$ cat config.mk
export PLATFORM = sky130hd
export DESIGN_NAME = mem_refill_arbiter
export DESIGN_NICKNAME = d
export VERILOG_FILES = /design/src/rtl/mem_refill_arbiter.sv
export SDC_FILE = /design/constraint.sdc
export NUM_CORES = 1
export LEC_CHECK = 0
export BUFFER_PORTS_ARGS = -buffer_cell sky130_fd_sc_hd__buf_2
export CAP_MARGIN = 20
export CORE_ASPECT_RATIO = 1.1
export CORE_MARGIN = 10
export CORE_UTILIZATION = 42
export CTS_BUF_LIST = sky130_fd_sc_hd__clkbuf_8
export CTS_CLUSTER_DIAMETER = 200
export DETAILED_ROUTE_END_ITERATION = 7
export PLACE_DENSITY = 0.92
export REMOVE_ABC_BUFFERS = 1
export SYNTH_ARGS = -nofsm -noshare
export SYNTH_HDL_FRONTEND = slang
export SYNTH_SLANG_ARGS = --single-unit
$ cat constraint.sdc
create_clock -name clk -period 3.8 [get_ports clk]
set_clock_uncertainty 0.05 [all_clocks]
set_input_delay 0.19 -clock clk [delete_from_list [all_inputs] [get_ports clk]]
set_output_delay 0.19 -clock clk [all_outputs]
set_load 0.005 [all_outputs]
$ cat src/rtl/mem_refill_arbiter.sv
// Two-port line-refill arbiter for the shared main-memory refill port.
// Optional feature: define ARB_ROUND_ROBIN_EN for round-robin selection (default: port 0 fixed priority).
module mem_refill_arbiter #(
    parameter int unsigned ADR_WIDTH   = 32,
    parameter int unsigned DATA_WIDTH  = 32,
    parameter int unsigned WORD_OFFSET = 2
) (
    input  logic                   clk,
    input  logic                   rst,
    input  logic                   req0_cc2arb,
    input  logic                   req1_cc2arb,
    input  logic [ADR_WIDTH-1:0]   adr0_cc2arb,
    input  logic [ADR_WIDTH-1:0]   adr1_cc2arb,
    output logic [1:0]             gnt_arb2cc,
    output logic                   ack0_arb2cc,
    output logic                   ack1_arb2cc,
    output logic [DATA_WIDTH-1:0]  dat_arb2cc,
    output logic [WORD_OFFSET-1:0] word_arb2cc,
    output logic                   req_arb2mem,
    output logic [ADR_WIDTH-1:0]   adr_arb2mem,
    input  logic                   ack_mem2arb,
    input  logic [DATA_WIDTH-1:0]  dat_mem2arb
);

    localparam int unsigned LINE_LSB = WORD_OFFSET + 2;
    localparam int unsigned TAG_W    = ADR_WIDTH - LINE_LSB;

    localparam logic [1:0] IDLE    = 2'd0;
    localparam logic [1:0] BURST   = 2'd1;
    localparam logic [1:0] RELEASE = 2'd2;

    logic [1:0]             state;
    logic [1:0]             state_nxt;
    logic [1:0]             gnt;
    logic [1:0]             gnt_nxt;
    logic                   req_mem;
    logic                   req_mem_nxt;
    logic [WORD_OFFSET-1:0] beat;
    logic [WORD_OFFSET-1:0] beat_nxt;
    logic [TAG_W-1:0]       adr_lat;
    logic [TAG_W-1:0]       adr_lat_nxt;
    logic                   sel_c;

    // Word-index and byte bits of the requester addresses are regenerated, never stored.
    logic unused_adr_bits;
    assign unused_adr_bits = ^{adr0_cc2arb[LINE_LSB-1:0], adr1_cc2arb[LINE_LSB-1:0]};

`ifdef ARB_ROUND_ROBIN_EN
    logic ptr;
    logic ptr_nxt;

    // Favoured port wins a tie; a lone requester always wins.
    always_comb begin
        if (req0_cc2arb && req1_cc2arb) begin
            sel_c = ptr;
        end else begin
            sel_c = !req0_cc2arb;
        end
    end

    always_ff @(posedge clk or posedge rst) begin
        if (rst) begin
            ptr <= 1'b0;
        end else begin
            ptr <= ptr_nxt;
        end
    end
`else
    // Port 0 always wins.
    always_comb begin
        sel_c = !req0_cc2arb;
    end
`endif

    always_ff @(posedge clk or posedge rst) begin
        if (rst) begin
            state   <= IDLE;
            gnt     <= 2'b00;
            req_mem <= 1'b0;
            beat    <= '0;
            adr_lat <= '0;
        end else begin
            state   <= state_nxt;
            gnt     <= gnt_nxt;
            req_mem <= req_mem_nxt;
            beat    <= beat_nxt;
            adr_lat <= adr_lat_nxt;
        end
    end

    always_comb begin
        state_nxt   = state;
        gnt_nxt     = gnt;
        req_mem_nxt = req_mem;
        beat_nxt    = beat;
        adr_lat_nxt = adr_lat;
`ifdef ARB_ROUND_ROBIN_EN
        ptr_nxt     = ptr;
`endif
        case (state)
            IDLE: begin
                if (req0_cc2arb || req1_cc2arb) begin
                    state_nxt   = BURST;
                    gnt_nxt     = sel_c ? 2'b10 : 2'b01;
                    req_mem_nxt = 1'b1;
                    beat_nxt    = '0;
                    adr_lat_nxt = sel_c ? adr1_cc2arb[ADR_WIDTH-1:LINE_LSB]
                                        : adr0_cc2arb[ADR_WIDTH-1:LINE_LSB];
                end
            end
            BURST: begin
                // Counter wraps to zero on the last beat, ready for the next burst.
                if (ack_mem2arb) begin
                    beat_nxt = beat + WORD_OFFSET'(1);
                    if (&beat) begin
                        state_nxt   = RELEASE;
                        gnt_nxt     = 2'b00;
                        req_mem_nxt = 1'b0;
`ifdef ARB_ROUND_ROBIN_EN
                        ptr_nxt     = !gnt[1];
`endif
                    end
                end
            end
            RELEASE: begin
                state_nxt = IDLE;
            end
            default: begin
                state_nxt   = IDLE;
                gnt_nxt     = 2'b00;
                req_mem_nxt = 1'b0;
                beat_nxt    = '0;
            end
        endcase
    end

    // Zero-latency steering of the memory return to the granted controller.
    assign ack0_arb2cc = ack_mem2arb & gnt[0];
    assign ack1_arb2cc = ack_mem2arb & gnt[1];
    assign dat_arb2cc  = dat_mem2arb;
    assign word_arb2cc = beat;
    assign gnt_arb2cc  = gnt;
    assign req_arb2mem = req_mem;
    assign adr_arb2mem = {adr_lat, beat, 2'b00};

endmodule

**Yosys cells after proc, flatten, opt, wreduce, memory -nomap -nowiden**

Cells that the tools add are included.

- Bits in registers: 35
- Input port bits: 101
- Output and inout port bits: 71
- Word-level logic and storage cells: 38

- Add/subtract/negate cells: 1
- Equality and inequality tests: 5
- Multiplexer cells: 17
- Bitwise logic cells: 3
- Reduce and logical (&&, ||, !) cells: 7

Operators with widths:

| cell | number |
|---|---|
| 28-bit 2-to-1 mux | 1 |
| 2-bit 2-to-1 mux | 9 |
| 2-bit one-hot mux with 3 select lines | 2 |
| 2-bit inequality test (second input constant) | 3 |
| 3-bit AND reduction | 2 |
| 2-bit one-hot mux with 2 select lines | 1 |
| 2-bit AND reduction | 2 |
| 4-bit AND reduction | 1 |
| 1-bit 2-to-1 mux | 3 |
| 1-bit one-hot mux with 3 select lines | 1 |
| 2-bit by 1-bit adder with 2-bit output (second input constant) | 1 |
| 1-bit bitwise AND | 2 |
| 2-bit by 1-bit == test with 1-bit output (second input constant) | 1 |
| 2-bit == test (second input constant) | 1 |
| 2-bit logical NOT | 1 |
| 1-bit logical OR | 1 |
| 1-bit NOT | 1 |

**Depth between registers and ports, before layout**

Gate-level depths: netlist (run 1).

- Depth in word-level cells: 4
- Mapped depth: 6
- Depth with buffers taken out: 4

**Least setup slack after synthesis (run 1)**

OpenSTA, ideal clock, no wires.

- Path kind: reg2reg
- Start: register state[1]
- End: register adr_lat[0]
- Setup time: 0.076 ns
- Arrival time: 1.163 ns
- Data required time: 3.674 ns
- Path slack: 2.511 ns
- Stages on the path, launching flop included: 6
- Buffers on the path: 2
- Clock period less this slack: 1.289 ns
- Cell sequence: dfrtp_1 -> o21bai_4 -> or2_1 -> buf_6 -> buf_6 -> o21ai_1

- Cells in the longest elaborated chain, start to end: 2

RTL lines:

| item | RTL line | source |
|---|---|---|
| from (decl) | 32 | `logic [1:0] state;` |
| from (signal assigned) | 83 | `state <= state_nxt;` |
| 2-bit logical NOT | 100 | `case (state)` |
| 2-bit AND reduction (no line) | -- |  |
| to (signal assigned) | 87 | `adr_lat <= adr_lat_nxt;` |
| to (decl) | 40 | `logic [TAG_W-1:0] adr_lat;` |

No other way between the ends.
A chain may end at the register's enable or synchronous reset.

**Worst setup path in the final report (run 1)**

- Start: register state[1]
- End: register adr_lat[13]

The elaborated chain is that of the path after synthesis.

==> metrics, run 1 <==
Fillers=439; DRC errors left=0; Final Cycle Share=54.8%; final-report setup violation count=0; GRT overflow=0; DRT Pass-1 Iters=4; CTS tree=done; Routability Congestion=0.783; CP cell instances=o21bai_4, or2_1, o21ai_0; fin crit period=2080 ps; CTS Buffer Depth=2; Area Overhead vs Synth=17.1%; overall routing resource usage=15.3%; storage element area=876 µm²; area of the mapped netlist=1990 µm²; maximum vdd drop=0.339 mV; critical path's largest stage delay=810 ps; number of cells on the worst hold path=3; R2R cell count=3; drt wl/cell=20.1 µm; Worst Path Buf+Inv=0; setup TNS=0 ps; num rows=26; # diodes=0; starting density of the core=43.0%; clk sink count=35; TritonCTS buffer count=5; Pwr Density=665 nW/µm²; compound-cell area share of the yosys netlist=17.6%; worst skew pair latency=280 ps; startpoint types=register; Mean Syn Cell Area=9.99 µm²; max-cap violations=0; number of global-route vias before repair=1,787; fmax=480 MHz; Worst EP required=3860 ps; post-synthesis adder-cell area fraction=0.629%; DR vias=1,664; distinct cell type count after synthesis=27; WL final=6320 µm; slowest CP cell=or2_1; layout cells sized above 1=41.7%; drt via density=5.28; WS Path Type=reg -> reg; status=finished clean; RSZ-0062 raised after global routing=no; CTS clock-pin slew for the worst setup and hold paths=70 ps; CTS H-tree lvls=2; sequential area share after synthesis=44.1%; multi-input logic area=757 µm²; die width=85.6 µm; number of port buffers=97; Slew HR=37.3%; nets=360; delay-heaviest family, CP=simple AND/OR/NAND/NOR gates; Hold WC Path Type=in -> reg; # IOs=172; Root Driver=clkbuf_8; register bit total from synthesis=35; Slew @ Worst Pin=941 ps; total power draw=1.55 mW; mux contribution to synthesized area=14.6%; Synthesis Warnings=0; Synth Area in XOR/XNOR=0.441%; cell area after layout=2330 µm²; largest net degree at the start of global routing=41; core footprint=4620 µm²; DP Area=2220 µm²; Crit. End Element=register; Setup Buffers After CTS=0; main combinational cell family by area after synthesis=buffers and inverters; Lkg Pwr=1.22 nW; first-pass GRT wire length=9540 µm; Hold Violations, Final=0; initial antenna violation count=0; Data arrival, critical path=2140 ps; Starting DRT DRC Count=51; Crit path depth=3; Die Y=92.2 µm; Synth Area in Simple Gates=4.41%; max-slew violations=0; Post-Syn Instances=199; post_cts resized=0; CP Max Fanout=32; Final ANT Viol Nets=0; DIE AREA=7890 µm²
-- worst reg2reg max path, stage by stage, from the launching register on --
cell and delay [ps]:
dfrtp_1 460, o21bai_4 360, or2_1 810, o21ai_0 230
-- registers in the layout, summed over array words and instances, names as in the netlist --
name         count
adr_lat         28
gnt_arb2cc       2
req_arb2mem      1
state            2
word_arb2cc      2
-- per-layer routing --
layer / global-route usage, % / vias up / part of all wire (%)
met5: 4.55 / - / 0.74
met4: 3.30 / 2 / 0.63
met3: 14.1 / 6 / 17
met2: 20.9 / 116 / 42
met1: 16.9 / 765 / 40
li1: - / 775 / -
-- cell type report --
| cell class | instances | share of cell area, % |
|---|---|---|
| Timing Repair Buffer | 101 | 22.2 |
| Multi-Input combinational cell | 113 | 32.5 |
| Clock buffer | 7 | 4.14 |
| Sequential cell | 35 | 37.6 |
| Tap cell | 56 | 3.01 |
| Clock inverter | 1 | 0.161 |
| Inverter | 2 | 0.322 |
-- cells in the mapped netlist --
cell | number | share of area [%]
nand4b_1 | 1 | 0.44
conb_1 | 1 | 0.19
o21ai_1 | 20 | 5.0
or2_1 | 1 | 0.31
o21ai_0 | 39 | 9.8
nor2b_1 | 2 | 0.63
nand2b_1 | 2 | 0.63
o21bai_4 | 1 | 0.94
and2_1 | 2 | 0.63
nand2_1 | 3 | 0.57
inv_1 | 2 | 0.38
nor2_1 | 1 | 0.19
xnor2_1 | 1 | 0.44
o22ai_1 | 2 | 0.63
a31oi_1 | 1 | 0.31
nand3b_1 | 1 | 0.38
a311oi_1 | 1 | 0.44
dfrtp_1 | 35 | 44
mux2i_1 | 29 | 15
o32ai_1 | 1 | 0.44
buf_2 | 5 | 1.3
buf_6 | 3 | 1.7
buf_4 | 36 | 14
ha_1 | 1 | 0.63
and2b_1 | 1 | 0.38
nor3_1 | 1 | 0.25
clkbuf_1 | 6 | 1.1
-- cell families (layout without fill, tap and decap cells) --
kind of cell             count (synthesis)  count (layout)
flip-flops                              35              35
other                                    1               2
multiplexers                            29              29
XOR/XNOR                                 1               1
AND/OR/NAND/NOR                         15              15
AO/OA/AOI/OAI                           65              65
adder cells (fa/ha/maj)                  1               1
buffers and inverters                   52             111
-- path summary, 6_finish.rpt --
kind / from / endpoint / slack [ps]
min in group asynchronous: rst / adr_lat[22] / 510
min: adr1_cc2arb[8] / adr_lat[4] / 130
min reg2reg: adr_lat[12] / adr_lat[12] / 450
max in group asynchronous: rst / adr_lat[13] / 2860
max reg2reg: state[1] / adr_lat[13] / 1720
max: state[1] / adr_lat[13] / 1720
-- where the power goes --
group / internal (mW) / switching, mW
clock: 0.163 / 0.125
combinational: 0.286 / 0.334
sequential: 0.550 / 0.0913
-- timing repair --
item                                    in CTS  in global routing
hold endpoints to repair                    35                  0
hold buffers                                 1                  0
endpoints found under the setup margin       0                  0
-- stage by stage --
step                cells  hold WS, ps  worst slack (ps)  util [%]
global route          315          132              1500      50.4
CTS                   315          117              1670      50.4
finish                315          131              1720      50.4
detailed placement    306          271              1600      48.0
global placement      306          267              1660      48.0
floorplan             150          259              2110         -
-- layout by cell type (no fill, tap or decap), types with 2 or more instances in the layout --
| cell | synthesis | layout |
|---|---|---|
| nand2_1 | 3 | 3 |
| mux2i_1 | 29 | 29 |
| dfrtp_1 | 35 | 35 |
| buf_2 | 5 | 97 |
| o21ai_1 | 20 | 20 |
| o22ai_1 | 2 | 2 |
| clkbuf_8 | 0 | 7 |
| buf_4 | 36 | 3 |
| nand2b_1 | 2 | 2 |
| inv_1 | 2 | 3 |
| and2_1 | 2 | 2 |
| nor2b_1 | 2 | 2 |
| o21ai_0 | 39 | 39 |
| conb_1 | 1 | 2 |
(Power assumes the default switching activity.)
==> run 2: changes to the inputs <==
- ABC_AREA: unset -> 1
- CORE_UTILIZATION: 42 -> 36
- PLACE_DENSITY: 0.92 -> 0.83
- clock period: 3.8 -> 1.7 ns (I/O delays scaled with it)
==> metrics, run 2 <==
max-slew violations=0 (unchanged); most frequent cells in the layout=buf_2 (97), nand2_1 (70), o21ai_0 (41); Post-Syn Instances=267 (+34%); storage element area=876 µm² (unchanged); Starting DRT DRC Count=36 (-29%); Root Driver=clkbuf_8; post-synth top area share=43.2% (-0.87 points); commonest non-fill, non-tap cell in the layout=buf_2; Routability Congestion=0.824 (+5.2%); status=finished clean; core footprint=5430 µm² (+18%); WHS=45.4 ps (-85.5 ps); part of the power in the clock network=18.4% (-0.2 points); Int Pwr=2.24 mW (+120%); area of the mapped netlist=2030 µm² (+2.0%); DP Area=2310 µm² (+3.9%); CP Max Fanout=25 (-22%); Fillers=532 (+21%); number of port buffers=97 (unchanged); GRT overflow=0 (unchanged); number of global-route vias before repair=1,904 (+6.5%); cell area after layout=2420 µm² (+3.8%); Worst EP required=1800 ps (-2060 ps); sequential area share after synthesis=43.2% (-0.87 points); CTS H-tree lvls=2 (unchanged); DRC errors left=0 (unchanged); maximum vdd drop=0.550 mV (+62%); # diodes=0 (unchanged); drt wl/cell=15.9 µm (-21%); most common cell in the netlist=nand2_1; multi-input logic area=658 µm² (-13%); WL final=6440 µm (+1.8%); fin crit period=1380 ps (-707 ps); Pwr Density=1440 nW/µm² (+120%); nets=431 (+20%); sw power=1.24 mW (+130%); DIE AREA=9040 µm² (+15%); Top reg by flops=adr_lat; CTS tree=done; Final Cycle Share=80.9% (+26 points); Area Overhead vs Synth=19.1%; Final ANT Viol Nets=0 (unchanged); distinct cell type count after synthesis=19 (-30%); die width=91.6 µm (+7.0%); worst skew pair latency=270 ps (about the same); Data arrival, critical path=1480 ps (-660 ps); ranking of synthesized cells by area=dfrtp_1 (43%), buf_4 (13%), nand2_1 (13%); overall routing resource usage=14.0% (-1.3 points); TritonCTS buffer count=5 (unchanged); Most used DFF post-synth=dfrtp_1; layout cells sized above 1=34.2% (-7.5 points); Mean Syn Cell Area=7.60 µm² (-24%); RSZ-0062 raised after global routing=no; async set-reset flop share out of synthesis=100% (unchanged); WS Path Type=reg -> reg; register bit total from synthesis=35 (unchanged); largest net degree at the start of global routing=41 (unchanged); slack of the worst reg-to-reg path=320 ps (-1390 ps); starting density of the core=37.4% (-5.7 points); setup TNS=0 ps (unchanged); Comb power frac=39.4% (-0.6 points); total power draw=3.48 mW (+120%); first-pass GRT wire length=9940 µm (+4.2%); Hold Violations, Final=0 (unchanged); final worst slack=325 ps (-1390 ps); dpl cells=396 (+29%); clk sink count=35 (unchanged); final-report setup violation count=0 (unchanged); fmax=727 MHz (+51%); Post-synth EDFFs=0 (unchanged); fin util=44.5% (-5.9 points); Lkg Pwr=1.42 nW (+16%); Sequential Power Share=42.1% (+0.7 points); switch share=35.6% (+0.083 points); # IOs=172 (unchanged); Final Non-Filler Cells=405 (+29%); drt via density=4.40 (-17%); Largest register FFs=28 (unchanged); list of most frequent post-synthesis cells=nand2_1 (70), o21ai_0 (41), buf_4 (36), inv_1 (36), dfrtp_1 (35); area leader, netlist=dfrtp_1; Die Y=98.7 µm (+7.1%); Hold WC Path Type=in -> reg; DRT Pass-1 Iters=4 (unchanged); CTS clock-pin slew for the worst setup and hold paths=70 ps (about the same); pre-CTS setup slack=316 ps (-1280 ps); startpoint types=register; CTS Buffer Depth=2 (unchanged); Synthesis Warnings=0 (unchanged); num rows=28 (+7.7%); initial antenna violation count=0 (unchanged); Crit. End Element=register; max-cap violations=0 (unchanged); DR vias=1,782 (+7.1%); DP HPWL=5290 µm; Setup Buffers After CTS=0 (unchanged)
==> run 2: critical path, cell delays in order (launching register included) <==
cell and delay [ps]:
dfrtp_1 480, nor2_4 170, inv_2 50, nor2_2 80, inv_2 60, buf_4 200, nand2_1 70, o21ai_0 80
==> run 2: repair_timing <==
| item | 4_1_cts | 5_1_grt |
|---|---|---|
| hold buffers | 1 | 0 |
| resized for setup | 0 | 0 |
| endpoints found under the hold margin | 35 | 0 |
==> run 2: worst paths after layout <==
| check | cells after the start | endpoint | startpoint |
|---|---|---|---|
| min in group asynchronous | 4 | adr_lat[16] | rst |
| worst max-delay path | 7 | adr_lat[7] | state[0] |
| worst min-delay path | 3 | state[1] | ack_mem2arb |
| max in group asynchronous | 4 | state[1] | rst |
| worst min register to register | 2 | adr_lat[14] | adr_lat[14] |
| worst max register to register | 7 | adr_lat[7] | state[0] |
==> run 2: power groups by stage <==
stage	Sequential [mW]	Clock, mW	Combinational [mW]
4_1_cts	1.47	0.664	1.42
3_3_place_gp	1.46	0	1.37
2_1_floorplan	1.51	0	0.618
3_5_place_dp	1.49	0	1.42
5_1_grt	1.53	0.700	1.59
6_report	1.47	0.641	1.37
==> run 2: metal layers <==
| layer | vias up | wire length [µm] | global-route usage (%) | share of wire [%] |
|---|---|---|---|---|
| met5 | - | 67 | 9.44 | 1.0 |
| met4 | 2 | 33 | 2.77 | 0.51 |
| met3 | 6 | 1180 | 13.3 | 18 |
| met2 | 116 | 2670 | 19.4 | 41 |
| met1 | 751 | 2480 | 14.5 | 39 |
| li1 | 907 | - | - | - |
==> run 2: area by class of cell <==
cell class / instances / area share, %
Sequential cell: 35 / 36.3
Multi-Input combinational cell: 146 / 27.2
Timing Repair Buffer: 103 / 22.6
Inverter: 38 / 5.90
Clock buffer: 7 / 3.99
Tap cell: 75 / 3.88
Clock inverter: 1 / 0.155
==> run 2: cell families (layout without fill, tap and decap cells) <==
kind of cell / count (synthesis) / count (layout) / share of synthesized area, %
flip-flops: 35 / 35 / 43.2
buffers and inverters: 87 / 149 / 24.6
AND/OR/NAND/NOR: 81 / 81 / 16.0
other: 1 / 2 / 0.185
adder cells (fa/ha/maj): 1 / 1 / 0.617
AO/OA/AOI/OAI: 62 / 62 / 15.4
